===== src/rtl/bcd_entrada_operandos_pkg.sv =====
// Shared constants for the keypad operand-entry sequencer and the downstream ALU.
// Key codes, entry states, operator encoding and the sign-magnitude packing helper.
package bcd_entrada_operandos_pkg;

    localparam logic [3:0] KEY_SIGN  = 4'hA;
    localparam logic [3:0] KEY_ADD   = 4'hB;
    localparam logic [3:0] KEY_SUB   = 4'hC;
    localparam logic [3:0] KEY_ENTER = 4'hD;
    localparam logic [3:0] KEY_CLEAR = 4'hE;
    localparam logic [3:0] KEY_NONE  = 4'hF;

    localparam logic [1:0] S_A    = 2'd0;
    localparam logic [1:0] S_B    = 2'd1;
    localparam logic [1:0] S_DONE = 2'd2;
    localparam logic [1:0] S_BAD  = 2'd3;

    localparam logic OP_ADD = 1'b0;
    localparam logic OP_SUB = 1'b1;

    function automatic logic is_digit(input logic [3:0] code);
        return (code < 4'd10);
    endfunction

    // A zero magnitude is always packed as +0 so the ALU never sees 0x80.
    function automatic logic [7:0] sign_mag(input logic sign, input logic [6:0] mag);
        return {sign & (mag != 7'd0), mag};
    endfunction

endpackage


===== src/rtl/bcd_entrada_operandos_bcd2bin_2d.sv =====
// Two-digit BCD to 7-bit binary magnitude (0..99), purely combinational.
module bcd2bin_2d
    import bcd_entrada_operandos_pkg::*;
(
    input  logic [7:0] bcd,
    output logic [6:0] mag
);

    logic [6:0] tens_s;
    logic [6:0] units_s;

    assign tens_s  = {3'b000, bcd[7:4]};
    assign units_s = {3'b000, bcd[3:0]};

    // tens*10 built from shifts: 8t + 2t + u
    assign mag = (tens_s << 3) + (tens_s << 1) + units_s;

endmodule


===== src/rtl/bcd_entrada_operandos.sv =====
// Keypad entry sequencer: collects two signed BCD operands and an operator,
// then commits them in ALU sign-magnitude format with a one-cycle ready pulse.
module bcd_entrada_operandos
    import bcd_entrada_operandos_pkg::*;
#(
    parameter int MAX_DIGITS = 2
) (
    input  logic       clock,
    input  logic       reset,
    input  logic       key_valid,
    input  logic [3:0] key_code,
    output logic [7:0] a,
    output logic [7:0] b,
    output logic       op,
    output logic       ready,
    output logic       err,
    output logic [1:0] state,
    output logic [7:0] entry_bcd,
    output logic       entry_sign
);

    localparam logic [1:0] MAX_CNT = 2'(MAX_DIGITS);

    logic [1:0] state_r,       state_s;
    logic [7:0] entry_bcd_r,   entry_bcd_s;
    logic       entry_sign_r,  entry_sign_s;
    logic [1:0] digit_count_r, digit_count_s;
    logic [7:0] a_buf_r,       a_buf_s;
    logic       op_latch_r,    op_latch_s;
    logic [7:0] a_r,           a_s;
    logic [7:0] b_r,           b_s;
    logic       op_r,          op_s;
    logic       ready_r,       ready_s;
    logic       err_r,         err_s;

    logic [6:0] entry_mag_s;
    logic [7:0] entry_sm_s;

    bcd2bin_2d u_bcd2bin (
        .bcd (entry_bcd_r),
        .mag (entry_mag_s)
    );

    assign entry_sm_s = sign_mag(entry_sign_r, entry_mag_s);

    // Next-state and next-output decode for one sampled key.
    always_comb begin
        state_s       = state_r;
        entry_bcd_s   = entry_bcd_r;
        entry_sign_s  = entry_sign_r;
        digit_count_s = digit_count_r;
        a_buf_s       = a_buf_r;
        op_latch_s    = op_latch_r;
        a_s           = a_r;
        b_s           = b_r;
        op_s          = op_r;
        ready_s       = 1'b0;
        err_s         = 1'b0;

        if (state_r == S_BAD) begin
            state_s = S_A;
        end else if (!key_valid) begin
            state_s = state_r;
        end else if (key_code == KEY_CLEAR) begin
            state_s       = S_A;
            entry_bcd_s   = 8'h00;
            entry_sign_s  = 1'b0;
            digit_count_s = 2'd0;
            a_buf_s       = 8'h00;
            op_latch_s    = OP_ADD;
            a_s           = 8'h00;
            b_s           = 8'h00;
            op_s          = OP_ADD;
        end else begin
            case (state_r)
                S_A, S_B: begin
                    if (is_digit(key_code)) begin
                        if (digit_count_r < MAX_CNT) begin
                            entry_bcd_s   = {entry_bcd_r[3:0], key_code};
                            digit_count_s = digit_count_r + 2'd1;
                        end else begin
                            err_s = 1'b1;
                        end
                    end else begin
                        case (key_code)
                            KEY_SIGN: entry_sign_s = ~entry_sign_r;
                            KEY_ADD, KEY_SUB: begin
                                op_latch_s = (key_code == KEY_SUB) ? OP_SUB : OP_ADD;
                                // Only the first operator key closes operand A.
                                if (state_r == S_A) begin
                                    a_buf_s       = entry_sm_s;
                                    entry_bcd_s   = 8'h00;
                                    entry_sign_s  = 1'b0;
                                    digit_count_s = 2'd0;
                                    state_s       = S_B;
                                end else begin
                                    state_s = S_B;
                                end
                            end
                            KEY_ENTER: begin
                                if (state_r == S_B) begin
                                    a_s     = a_buf_r;
                                    b_s     = entry_sm_s;
                                    op_s    = op_latch_r;
                                    ready_s = 1'b1;
                                    state_s = S_DONE;
                                end else begin
                                    err_s = 1'b1;
                                end
                            end
                            KEY_NONE: err_s = 1'b0;
                            default:  err_s = 1'b0;
                        endcase
                    end
                end
                S_DONE: begin
                    if (is_digit(key_code)) begin
                        entry_bcd_s   = {4'h0, key_code};
                        entry_sign_s  = 1'b0;
                        digit_count_s = 2'd1;
                        a_buf_s       = 8'h00;
                        op_latch_s    = OP_ADD;
                        state_s       = S_A;
                    end else if ((key_code == KEY_ADD) || (key_code == KEY_SUB) ||
                                 (key_code == KEY_ENTER)) begin
                        err_s = 1'b1;
                    end else begin
                        err_s = 1'b0;
                    end
                end
                default: state_s = S_A;
            endcase
        end
    end

    // State and output registers; reset discards every buffer.
    always_ff @(posedge clock or posedge reset) begin
        if (reset) begin
            state_r       <= S_A;
            entry_bcd_r   <= 8'h00;
            entry_sign_r  <= 1'b0;
            digit_count_r <= 2'd0;
            a_buf_r       <= 8'h00;
            op_latch_r    <= OP_ADD;
            a_r           <= 8'h00;
            b_r           <= 8'h00;
            op_r          <= OP_ADD;
            ready_r       <= 1'b0;
            err_r         <= 1'b0;
        end else begin
            state_r       <= state_s;
            entry_bcd_r   <= entry_bcd_s;
            entry_sign_r  <= entry_sign_s;
            digit_count_r <= digit_count_s;
            a_buf_r       <= a_buf_s;
            op_latch_r    <= op_latch_s;
            a_r           <= a_s;
            b_r           <= b_s;
            op_r          <= op_s;
            ready_r       <= ready_s;
            err_r         <= err_s;
        end
    end

    assign a          = a_r;
    assign b          = b_r;
    assign op         = op_r;
    assign ready      = ready_r;
    assign err        = err_r;
    assign state      = state_r;
    assign entry_bcd  = entry_bcd_r;
    assign entry_sign = entry_sign_r;

endmodule


===== config.mk =====
export PLATFORM = sky130hd
export DESIGN_NAME = bcd_entrada_operandos
export DESIGN_NICKNAME = d
export VERILOG_FILES = /design/src/rtl/bcd_entrada_operandos_pkg.sv /design/src/rtl/bcd_entrada_operandos_bcd2bin_2d.sv /design/src/rtl/bcd_entrada_operandos.sv
export SDC_FILE = /design/constraint.sdc
export NUM_CORES = 1
export LEC_CHECK = 0
export ABC_AREA = 1
export CORE_UTILIZATION = 30
export CTS_CLUSTER_DIAMETER = 30
export CTS_CLUSTER_SIZE = 16
export DETAILED_ROUTE_END_ITERATION = 12
export DONT_BUFFER_PORTS = 1
export GPL_TIMING_DRIVEN = 0
export SLEW_MARGIN = 20
export SYNTH_ARGS = -nofsm -noshare
export SYNTH_HDL_FRONTEND = slang
export SYNTH_SLANG_ARGS = --single-unit

===== constraint.sdc =====
create_clock -name clock -period 2.4 [get_ports clock]
set_clock_uncertainty 0.1 [all_clocks]
set_input_delay 0.72 -clock clock [delete_from_list [all_inputs] [get_ports clock]]
set_output_delay 0.72 -clock clock [all_outputs]
set_load 0.01 [all_outputs]

# Yosys cells after proc, flatten, opt, wreduce, memory -nomap -nowiden
# Cells that the tools add are included.
dict set report op_classes {
  multipliers 0
  n_lt_le_gt_ge 2
  shift 0
  muxes 71
  div 0
  add_sub_neg 3
  reduce_logical 17
  eq_ne 22
  n_bitwise 3
}
# op count
set op_table {}
lappend op_table {{two-way mux 8 bit} 21}
lappend op_table {{case mux 8 bit (2 select lines)} 2}
lappend op_table {{two-way mux 1 bit} 29}
lappend op_table {{two-way mux 2 bit} 12}
lappend op_table {{AND reduction 7 bit} 3}
lappend op_table {{equality test 4 bit (second input constant)} 5}
lappend op_table {{inequality test 4 bit (second input constant)} 5}
lappend op_table {{case mux 2 bit (2 select lines)} 3}
lappend op_table {{AND reduction 6 bit} 2}
lappend op_table {{inequality test 3 bit (second input constant)} 3}
lappend op_table {{case mux 1 bit (2 select lines)} 4}
lappend op_table {{nonzero test 2 bit} 4}
lappend op_table {{adder 7 x 4 -> 7 bit} 1}
lappend op_table {{adder 7 x 5 -> 7 bit} 1}
lappend op_table {{nonzero test 7 bit} 1}
lappend op_table {{inequality test 5 x 4 -> 1 bit (second input constant)} 1}
lappend op_table {{inequality test 5 bit (second input constant)} 1}
lappend op_table {{AND reduction 5 bit} 1}
lappend op_table {{equality test 2 bit (second input constant)} 2}
lappend op_table {{< comparator 4 bit (second input constant)} 1}
lappend op_table {{inequality test 4 x 2 -> 1 bit (second input constant)} 1}
lappend op_table {{inequality test 4 x 3 -> 1 bit (second input constant)} 1}
lappend op_table {{OR reduction 2 bit} 2}
lappend op_table {{inequality test 3 x 2 -> 1 bit (second input constant)} 1}
lappend op_table {{other kinds (9)} 11}
dict set report word_totals {
  latch_bits 0
  romBits 0
  n_memories 0
  out_inout_bits 30
  in_bits 7
  word_cells 129
  ramBits 0
  regBits 41
}

# Logic depth before layout (Yosys ltp)
# Gate-level depths: netlist (run 1).
dict set report logic_depth {
  depth_word 9
  depth_mapped 13
}

# Hierarchy
# Synthesis (run 1) repeated with hierarchy kept, for this count alone.
dict set report hier_totals {
  hier_cells 299
  area_unflattened_um2 2336.0
}
# module cells_each seq_area_each_um2 area_each_um2 instances
set by_module_without_submodules {}
lappend by_module_without_submodules {bcd_entrada_operandos 262 1026.0 2085.8 1}
lappend by_module_without_submodules {bcd2bin_2d 37 0.0 250.2 1}

# Worst setup path after synthesis (run 1)
# Ideal clock, no wire load.
dict set report synth_timing {
  path_kind {register to register}
  from {register entry_bcd_r[3], in the netlist entry_bcd[3]}
  to {register a_buf_r[7]}
  path_buffers 0
  arrival_ns 2.011
  required_ns 2.184
  path_slack_ns 0.173
  synth_period_minus_slack_ns 2.227
  stages_incl_launch_ff 11
  cell_sequence {dfrtp_1 -> inv_1 -> fa_1 -> fa_1 -> nand3_1 -> nor2_1 -> nand3_1 -> nor2_1 -> nor2_1 -> nand2_1 -> nand2_1}
}
dict set report synth_between {
  elab_chain_len 8
}
# element line_no
set synth_rtl {}
lappend synth_rtl {{start: declaration} bcd_entrada_operandos.sv:25} ;# logic [7:0] entry_bcd_r, entry_bcd_s;
lappend synth_rtl {{start signal: assignment} bcd_entrada_operandos.sv:152} ;# entry_bcd_r <= entry_bcd_s;
lappend synth_rtl {{adder 7 x 4 -> 7 bit} bcd_entrada_operandos_bcd2bin_2d.sv:16} ;# assign mag = (tens_s << 3) + (tens_s << 1) + units_s;
lappend synth_rtl {{nonzero test 7 bit} bcd_entrada_operandos_pkg.sv:26} ;# return {sign & (mag != 7'd0), mag};
lappend synth_rtl {{AND 1 bit} bcd_entrada_operandos_pkg.sv:26}
lappend synth_rtl {{two-way mux 8 bit} bcd_entrada_operandos.sv:90} ;# if (state_r == S_A) begin
lappend synth_rtl {{two-way mux 8 bit} bcd_entrada_operandos.sv:85} ;# case (key_code)
lappend synth_rtl {{two-way mux 8 bit} bcd_entrada_operandos.sv:77} ;# if (is_digit(key_code)) begin
lappend synth_rtl {{case mux 8 bit (2 select lines)} bcd_entrada_operandos.sv:75} ;# case (state_r)
lappend synth_rtl {{two-way mux 8 bit} bcd_entrada_operandos.sv:64} ;# end else if (key_code == KEY_CLEAR) begin
lappend synth_rtl {{end signal: assignment} bcd_entrada_operandos.sv:155} ;# a_buf_r <= a_buf_s;
lappend synth_rtl {{end: declaration} bcd_entrada_operandos.sv:28} ;# logic [7:0] a_buf_r, a_buf_s;
# No other way between the ends. The select of a mux whose other input is x is not followed.
# A chain may end at the register's enable or synchronous reset.

# Final worst setup path (run 1)
dict set report layout_timing {
  from {register entry_bcd_r[6], in the netlist entry_bcd[6]}
  to {register a_buf_r[7]}
}
dict set report layout_between {
  elab_chain_len 9
}
# element line_no
set layout_rtl {}
lappend layout_rtl {{adder 7 x 5 -> 7 bit} bcd_entrada_operandos_bcd2bin_2d.sv:16}
lappend layout_rtl {{adder 7 x 4 -> 7 bit} bcd_entrada_operandos_bcd2bin_2d.sv:16}
lappend layout_rtl {{nonzero test 7 bit} bcd_entrada_operandos_pkg.sv:26}
lappend layout_rtl {{AND 1 bit} bcd_entrada_operandos_pkg.sv:26}
lappend layout_rtl {{two-way mux 8 bit} bcd_entrada_operandos.sv:90}
lappend layout_rtl {{two-way mux 8 bit} bcd_entrada_operandos.sv:85}
lappend layout_rtl {{two-way mux 8 bit} bcd_entrada_operandos.sv:77}
lappend layout_rtl {{case mux 8 bit (2 select lines)} bcd_entrada_operandos.sv:75}
lappend layout_rtl {{two-way mux 8 bit} bcd_entrada_operandos.sv:64}
# No other way between the ends. The select of a mux whose other input is x is not followed.

==> reports/metrics.yaml, run 1 <==
hold_path.class: "input pin to asynchronous set/reset pin"
rsz0062_at_grt: "true"
syn_area_um2: 2266
finalWeightedCongestion: 0.8422
status: "finished, final reports clean"
die_h_um: 88.91
crit_buf_inv: 1
internal-power_mw: 1.653
reg2regPathDepth: 10
seq_area_frac_synth: 0.4528
vias_per_cell: 4.606
clkLatencyLatePin_ns: 0.30
combinationalPowerShare: 0.351
fmax_mhz: 431.9
r2r-start: "entry_bcd[6]"
finalHoldViolCount: 0
yosysMostFrequentCell: "nand2_1"
seq_power_share: 0.403
critPathCaptureType: "flop"
relSlewSlack: 0.7257
ys_seq_elements: 41
diodes: 0
io_buffers: 0
required_ns: 2.50
avgRoutedWirePerCell_um: 12.89
ys.flop_type: "dfrtp_1"
grt_usage: 0.1408
ant_nets: 0
clockRootBuffer: "clkbuf_8"
syn_to_final_growth_pct: 13.36
synth_edf_count: 0
drt-total-wl_mm: 5.041
coreArea_um2: 7292
final_max_slew_viol_count: 0
numCtsBuffers: 5
path_depth: 10
postLayoutCellArea_um2: 2569
synthArstFlopShare: 1.000
p_sw_frac: 0.3932
placed_area_um2: 2410
grt_pass1_vias: 1784
synth_area_leaders: "dfrtp_1 (45%), nand2_1 (16%), inv_1 (5.3%), ha_1 (3.9%), nor2_1 (3.8%)"
crit_chain: "inv_2, fa_1, fa_2, nand3_2, nor2_1, nand3_1, nor2_1, nor2_1, nand2_1, nand2_1"
worst-setup-path-type: "flop to flop"
route.vias.total: 1801
num_rows: 31
grt_max_degree: 27
p_per_area_nw_per_um2: 1061
clock_path_buffers: 2
nets: 307
start_kind: "flop"
p_leak_nw: 1.353
r2r_end: "a_buf_r[7]"
antenna_found_initial: 0
start_util: 0.3107
period_share: 0.9647
synthTopCellsByCount: "nand2_1 (97), dfrtp_1 (41), inv_1 (32)"
path_max_fanout: 4
maxCapViolations: 0
drc_errors: 0
r2r_slack_ns: 0.08
syn_area_per_cell_um2: 8.035
yosys.area.top_type: "dfrtp_1"
htreeDepth: 2
clkSinkCount: 41
drt_iter0_drc: 75
syn_nets: 298
crit_slowest_cell: "fa_2"
switchingPower_mw: 1.071
critPathTopFamily: "adder cells"
vdd_drop_max_mv: 0.3569
syn-instance-count: 282
cts_tree: "yes"
gr-total-overflow: 0
grt_pass1_wl_mm: 8.397
drt_first_pass_iters: 4
min_period_ns: 2.315
clk_pin_slew_ns: 0.08
fin_tns_setup_ns: 0
crit_top_cell: "nor2_1"
die_area_um2: 7905
yosys.cell_types.count: 30
synth.top_cell.area_share: 0.4528
hold_slack_ns: 0.1736
cpPeakStageDelay_ns: 0.58
p_clk_frac: 0.246
hpwlAfterDp_mm: 3.846
total_power_mw: 2.724
arrival_ns: 2.41
num_io_pins: 37
drive_gt1_frac: 0.1747
tightest_slew_ns: 0.4114
setup_viol: 0
die_width_um: 88.91
synth_warnings: 0
-- power by group through the flow --
stage	Clock, mW	Combinational (mW)	Sequential, mW
after floorplan	0	0.747	1.04
after global placement	0	0.898	1.11
after detailed placement	0	0.918	1.11
after global routing	0.713	1.11	1.13
after CTS	0.689	0.926	1.10
final	0.670	0.957	1.10
-- per-layer routing --
layer	track usage	share of wire	vias to the layer above
met5	0	0	-
met4	0.04839	0.014	0
met3	0.04801	0.072	8
met2	0.2399	0.48	39
met1	0.1661	0.44	839
li1	-	-	915
-- final cells by class --
class                      count  area, um^2
multi-input combinational    202        1089
clock buffer                   5       68.82
inverter                      36       135.1
clock inverter                 3       68.82
timing repair buffer           2       27.53
sequential                    41        1032
buffer                         3       23.77
fill                         806        4723
tap                           99       123.9
-- worst max path at each step --
| stage | start | endpoint | slack [ns] |
|---|---|---|---|
| 2_1_floorplan | entry_bcd[3] | a_buf_r[7] | 0.17 |
| 3_3_place_gp | entry_bcd[3] | a_buf_r[7] | -0.03 |
| 3_5_place_dp | entry_bcd[3] | a_buf_r[7] | -0.02 |
| 4_1_cts | entry_bcd[6] | a_buf_r[7] | 0.008 |
| 5_1_grt | entry_bcd[6] | a_buf_r[7] | -0.06 |
| 6_report | entry_bcd[6] | a_buf_r[7] | 0.08 |
-- metrics by stage --
step	setup slack, ns	util	instances
after global placement	-0.03123	0.3277	381
after floorplan	0.1726	-	282
after CTS	0.008306	0.3497	390
after detailed placement	-0.02038	0.3305	382
final	0.08461	0.3523	391
after global routing	-0.05648	0.3523	391
-- kinds of logic (layout without fill, tap and decap cells) --
family	Yosys count	after routing	share of synthesized area
DFF	41	41	0.4528
and+or+nand+nor	156	156	0.3175
adders and majority gates	9	9	0.05632
buffers and inverters	39	49	0.07013
AOI/OAI and AO/OA	37	37	0.1033
-- state kept, by name, indices dropped and copies added, names as in the netlist --
| name | cells |
|---|---|
| op_latch_r | 1 |
| ready | 1 |
| state | 2 |
| op | 1 |
| a_buf_r | 8 |
| a | 8 |
| b | 8 |
| err | 1 |
| digit_count_r | 2 |
| entry_sign | 1 |
| entry_bcd | 8 |
-- placed cells by master, fill, tap and decap left out, drive strengths merged --
master	n
ha	7
buf	5
nand2	105
nand3	15
a21oi	5
or2	1
clkbuf	5
bufinv	2
a22o	8
nand4	5
dfrtp	41
a31oi	1
inv	37
o21ai	22
nor2	26
nor3	4
fa	2
o22ai	1
-- repair_timing --
item	in CTS	in global routing
setup buffers	0	1
gates resized for setup	2	6
hold buffers	0	0
setup endpoints to repair	2	4
hold endpoints to repair	0	0
pin swaps	0	7
No activity file was read; power rests on OpenSTA's default activity.
==> run 2, diff against run 1 <==
- CORE_UTILIZATION: 30 -> 60
- PLACE_DENSITY: unset -> 0.76
- SKIP_LAST_GASP: unset -> 1
==> run 2 against run 1 <==
  * Design area fell by 4.6%
  * Via count up 1.1%
  * Global-route usage increased by 11 points
  * Register-to-register slack worse by 0.03 ns
==> reports/metrics.yaml, run 2 (synthesized netlist as in run 1, its figures left out) <==
grt_max_degree: 37  # was 27
ant_nets: 0  # unchanged
die_width_um: 63.46  # was 88.91 um
coreArea_um2: 3468  # was 7292 um^2
clk_pin_slew_ns: 0.08  # about the same
drc_errors: 0  # unchanged
critPathCaptureType: "flop"  # unchanged
start_util: 0.6533  # was 0.3107
min_period_ns: 2.343  # was 2.315 ns
hold_path.class: "input pin to asynchronous set/reset pin"  # unchanged
tightest_slew_ns: 0.3847  # was 0.4114 ns
period_share: 0.9763  # was 0.9647
hold_buffers: 0  # unchanged
final_max_slew_viol_count: 0  # unchanged
vias_per_cell: 5.388  # was 4.606
p_leak_nw: 1.328  # was 1.353 nW
crit_slowest_cell: "fa_2"  # unchanged
crit_chain: "inv_2, fa_1, fa_2, nand3_2, nor2_1, nand3_1, nor2_1, nor2_1, nand2_1, nand2_1"  # unchanged
die_area_um2: 4027  # was 7905 um^2
worst-setup-path-type: "flop to flop"  # unchanged
nets: 307  # unchanged
clkLatencyLatePin_ns: 0.29  # was 0.30 ns
p_per_area_nw_per_um2: 1017  # was 1061 nW/um^2
path_max_fanout: 4  # unchanged
drt_iter0_drc: 94  # was 75
required_ns: 2.49  # was 2.50 ns
num_io_pins: 37  # unchanged
diodes: 0  # unchanged
crit_top_cell: "nor2_1"  # unchanged
hpwlAfterDp_mm: 3.466  # was 3.846 mm
status: "finished, final reports clean"  # unchanged
drt-total-wl_mm: 4.588  # was 5.041 mm
route.vias.total: 1821  # was 1801
wl_met3_um: 240  # was 362 um
top_layer_used: "met4"  # unchanged
total_power_mw: 2.492  # was 2.724 mW
rsz0062_at_grt: "true"  # unchanged
htreeDepth: 2  # unchanged
die_h_um: 63.46  # was 88.91 um
fin_cells: 338  # was 391
clock_path_buffers: 2  # unchanged
drive_gt1_frac: 0.1781  # was 0.1747
grt_pass1_vias: 1814  # was 1784
hold_slack_ns: 0.09429  # was 0.1736 ns
fmax_mhz: 426.8  # was 431.9 MHz
gr-total-overflow: 0  # unchanged
clkSinkCount: 41  # unchanged
avgRoutedWirePerCell_um: 13.57  # was 12.89 um
layout_commonest_cell: "nand2_1"  # unchanged
io_buffers: 0  # unchanged
dp_cells: 329  # was 382
syn_to_final_growth_pct: 8.172  # was 13.36%
num_rows: 21  # was 31
drt_first_pass_iters: 4  # unchanged
cts_tree: "yes"  # unchanged
grt_usage: 0.2521  # was 0.1408
finalHoldViolCount: 0  # unchanged
wl_met1_mm: 2.070  # was 2.209 mm
fillCellCount: 290  # was 806
numCtsBuffers: 5  # unchanged
maxCapViolations: 0  # unchanged
clockRootBuffer: "clkbuf_8"  # unchanged
relSlewSlack: 0.7435  # was 0.7257
antenna_found_initial: 0  # unchanged
layout_common_cells: "nand2_1 (97), dfrtp_1 (36), inv_1 (29)"  # was nand2_1 (97), dfrtp_1 (36), inv_1 (30)
vdd_drop_max_mv: 0.6772  # was 0.3569 mV
cpPeakStageDelay_ns: 0.58  # about the same
arrival_ns: 2.43  # was 2.41 ns
dr_wl_met2_mm: 2.240  # was 2.397 mm
setup_viol: 0  # unchanged
finalWeightedCongestion: 0.8832  # was 0.8422
grt_pass1_wl_mm: 7.831  # was 8.397 mm
start_kind: "flop"  # unchanged
## run 2: worst paths after layout
check,startpoint,slack [ns],depth (start not counted),end
setup reg to reg,entry_bcd[6],0.06,10,a_buf_r[7]
setup / recovery,entry_bcd[6],0.06,10,a_buf_r[7]
min in group clock,a_buf_r[3],0.39,2,a_buf_r[3]
hold / removal,reset,0.09,1,a[1]
max in group asynchronous,reset,1.68,2,entry_bcd[3]
hold reg to reg,a_buf_r[3],0.39,2,a_buf_r[3]
## run 2: what timing repair did
action	4_1_cts	5_1_grt
gates cloned	0	0
buffers inserted	0	1
setup endpoints to repair	2	4
gates resized for setup	2	7
pin swaps	0	9
## run 2: report_power, final
group,switching [mW],internal (mW)
registers,0.223,0.865
clock network,0.234,0.201
logic,0.599,0.370
total,1.06,1.44
## run 2: final cells by class
cell class / count / area, um^2 / share of cell area
flip-flops and latches: 41 / 1032 / 0.4211
inverters: 36 / 135.1 / 0.05513
repair buffers: 2 / 27.53 / 0.01123
clock buffers: 5 / 68.82 / 0.02808
multi-input cells: 202 / 1089 / 0.4441
well taps: 46 / 57.56 / 0.02348
clock inverters: 3 / 17.52 / 0.007147
plain buffers: 3 / 23.77 / 0.009699
## run 2: metrics by stage
stage / setup slack (ns) / setup TNS [ns] / instance area (um^2) / util
floorplan: 0.1726 / 0 / 2266 / -
global placement: -0.02949 / -0.03202 / 2323 / 0.6699
detailed placement: -0.04098 / -0.06080 / 2344 / 0.6757
CTS: 0.001097 / 0 / 2432 / 0.7013
global route: -0.04753 / -0.09488 / 2451 / 0.7067
finish: 0.05680 / 0 / 2451 / 0.7067
## run 2: routing by layer
layer  GRT usage  up-vias
met5           0        -
met4     0.09375        0
met3     0.06341        4
met2      0.4189       40
met1      0.3150      850
li1            -      927
## run 2: critical path, delay by kind of cell (launching register included)
kind,cells,cell delay [ns]
adders and majority gates,2,1.09
buffers and inverters,1,0.05
and+or+nand+nor,7,0.59
DFF,1,0.43
==> run 3, diff against run 2 <==
- CORE_MARGIN: unset -> 3
==> run 3 against run 2 <==
  * Worst hold slack better by 0.036 ns
  * Fmax about the same
  * Critical path depth unchanged
==> reports/metrics.yaml, run 3 (synthesized netlist as in run 1, its figures left out) <==
finalHoldViolCount: 0  # unchanged
required_ns: 2.49  # about the same
clock_path_buffers: 2  # unchanged
io_buffers: 0  # unchanged
cts_tree: "yes"  # unchanged
grt_pass1_vias: 1696  # was 1814
avgRoutedWirePerCell_um: 13.77  # was 13.57 um
switchingPower_mw: 1.074  # was 1.056 mW
relSlewSlack: 0.7461  # was 0.7435
total_power_mw: 2.517  # was 2.492 mW
vdd_drop_max_mv: 0.6501  # was 0.6772 mV
crit_chain: "inv_2, fa_1, fa_2, nand3_2, nor2_2, nand3_1, nor2_1, nor2_2, nand2_1, nand2_1"  # was inv_2, fa_1, fa_2, nand3_2, nor2_1, nand3_1, nor2_1, nor2_1, nand2_1, nand2_1
num_rows: 21  # unchanged
layout_commonest_cell: "nand2_1"  # unchanged
p_sw_frac: 0.4267  # was 0.4237
numCtsBuffers: 5  # unchanged
setup_viol: 0  # unchanged
p_per_area_nw_per_um2: 1025  # was 1017 nW/um^2
drt_iter0_drc: 167  # was 94
drt-total-wl_mm: 4.653  # was 4.588 mm
clkSinkCount: 41  # unchanged
grt_max_degree: 32  # was 37
p_leak_nw: 1.328  # about the same
syn_to_final_growth_pct: 8.393  # was 8.172%
start_util: 0.6484  # was 0.6533
clk_pin_slew_ns: 0.08  # about the same
path_max_fanout: 4  # unchanged
die_area_um2: 4550  # was 4027 um^2
seq_power_share: 0.435  # was 0.437
gr-total-overflow: 0  # unchanged
fin_util: 0.7028  # was 0.7067
crit_slowest_cell: "fa_2"  # unchanged
tightest_slew_ns: 0.3807  # was 0.3847 ns
hold_buffers: 0  # unchanged
die_h_um: 67.46  # was 63.46 um
layout_common_cells: "nand2_1 (97), dfrtp_1 (36), inv_1 (30)"  # was nand2_1 (97), dfrtp_1 (36), inv_1 (29)
htreeDepth: 2  # unchanged
drc_errors: 0  # unchanged
num_io_pins: 37  # unchanged
min_period_ns: 2.344  # was 2.343 ns
status: "finished, final reports clean"  # unchanged
grt_usage: 0.2302  # was 0.2521
route.vias.total: 1841  # was 1821
start_kind: "flop"  # unchanged
fmax_mhz: 426.7  # was 426.8 MHz
multi_input_comb_area_um2: 1094  # was 1089 um^2
internal-power_mw: 1.443  # was 1.436 mW
arrival_ns: 2.43  # about the same
antenna_found_initial: 0  # unchanged
p_clk_frac: 0.173  # was 0.174
rsz0062_at_grt: "true"  # unchanged
hold_path.class: "input pin to asynchronous set/reset pin"  # unchanged
worst-setup-path-type: "flop to flop"  # unchanged
clockRootBuffer: "clkbuf_8"  # unchanged
die_width_um: 67.46  # was 63.46 um
ant_nets: 0  # unchanged
maxCapViolations: 0  # unchanged
fillCellCount: 277  # was 290
clkLatencyLatePin_ns: 0.29  # about the same
drt_first_pass_iters: 4  # unchanged
critPathCaptureType: "flop"  # unchanged
final_max_slew_viol_count: 0  # unchanged
combinationalPowerShare: 0.392  # was 0.389
vias_per_cell: 5.447  # was 5.388
nets: 307  # unchanged
diodes: 0  # unchanged
grt_pass1_wl_mm: 7.797  # was 7.831 mm
seq_area_um2: 1032  # unchanged
hpwlAfterDp_mm: 3.575  # was 3.466 mm
coreArea_um2: 3495  # was 3468 um^2
drive_gt1_frac: 0.1815  # was 0.1781
finalWeightedCongestion: 0.9222  # was 0.8832
cpPeakStageDelay_ns: 0.58  # about the same
period_share: 0.9765  # was 0.9763
-- run 3: worst max-delay path, delay by kind of cell, from the launching register on --
kind	cells	cell delay (ns)
and+or+nand+nor	7	0.56
adders and majority gates	2	1.10
DFF	1	0.44
buffers and inverters	1	0.05
-- run 3: metrics by stage --
stage | setup slack (ns) | cells | TNS (ns) | hold WS, ns | instance area [um^2]
floorplan | 0.1726 | 282 | 0 | 0.3426 | 2266
global placement | -0.007375 | 328 | -0.007375 | 0.3643 | 2323
detailed placement | -0.03400 | 329 | -0.03988 | 0.3668 | 2344
CTS | 0.02053 | 337 | 0 | 0.1287 | 2430
global route | -0.05047 | 338 | -0.08673 | 0.1226 | 2456
finish | 0.05636 | 338 | 0 | 0.1304 | 2456
-- run 3: final timing paths --
check	startpoint	to	slack, ns	cells past startpoint
min in group clock	a_buf_r[1]	a_buf_r[1]	0.39	2
worst max-delay path	entry_bcd[6]	a_buf_r[7]	0.06	10
worst max register to register	entry_bcd[6]	a_buf_r[7]	0.06	10
worst min-delay path	reset	ready	0.13	1
worst min register to register	a_buf_r[1]	a_buf_r[1]	0.39	2
max in group asynchronous	reset	entry_bcd[5]	1.62	2
-- run 3: layout make-up --
| class | instances | area share |
|---|---|---|
| buffer | 3 | 0.009679 |
| timing repair buffer | 2 | 0.01121 |
| clock inverter | 3 | 0.007132 |
| clock buffer | 5 | 0.02802 |
| sequential | 41 | 0.4203 |
| multi-input combinational | 202 | 0.4452 |
| tap | 46 | 0.02343 |
| inverter | 36 | 0.05502 |
-- run 3: metal layers --
metal  GRT usage  share of wire  wire length (um)
met5           0              0                 0
met4     0.07342          0.011                49
met3     0.06656          0.077               357
met2      0.3779           0.49              2282
met1      0.2926           0.42              1964
-- run 3: repair_timing --
item,CTS,global route
gates cloned,0,0
endpoints found under the setup margin,2,4
resized for setup,0,10
pin swaps,1,7
setup buffers,0,1
-- run 3: power groups by stage --
stage	clock network [mW]	registers, mW	logic (mW)
finish	0.436	1.09	0.987
global route	0.485	1.13	1.13
CTS	0.444	1.09	0.922
detailed placement	0	1.10	0.922
global placement	0	1.09	0.886
floorplan	0	1.04	0.747
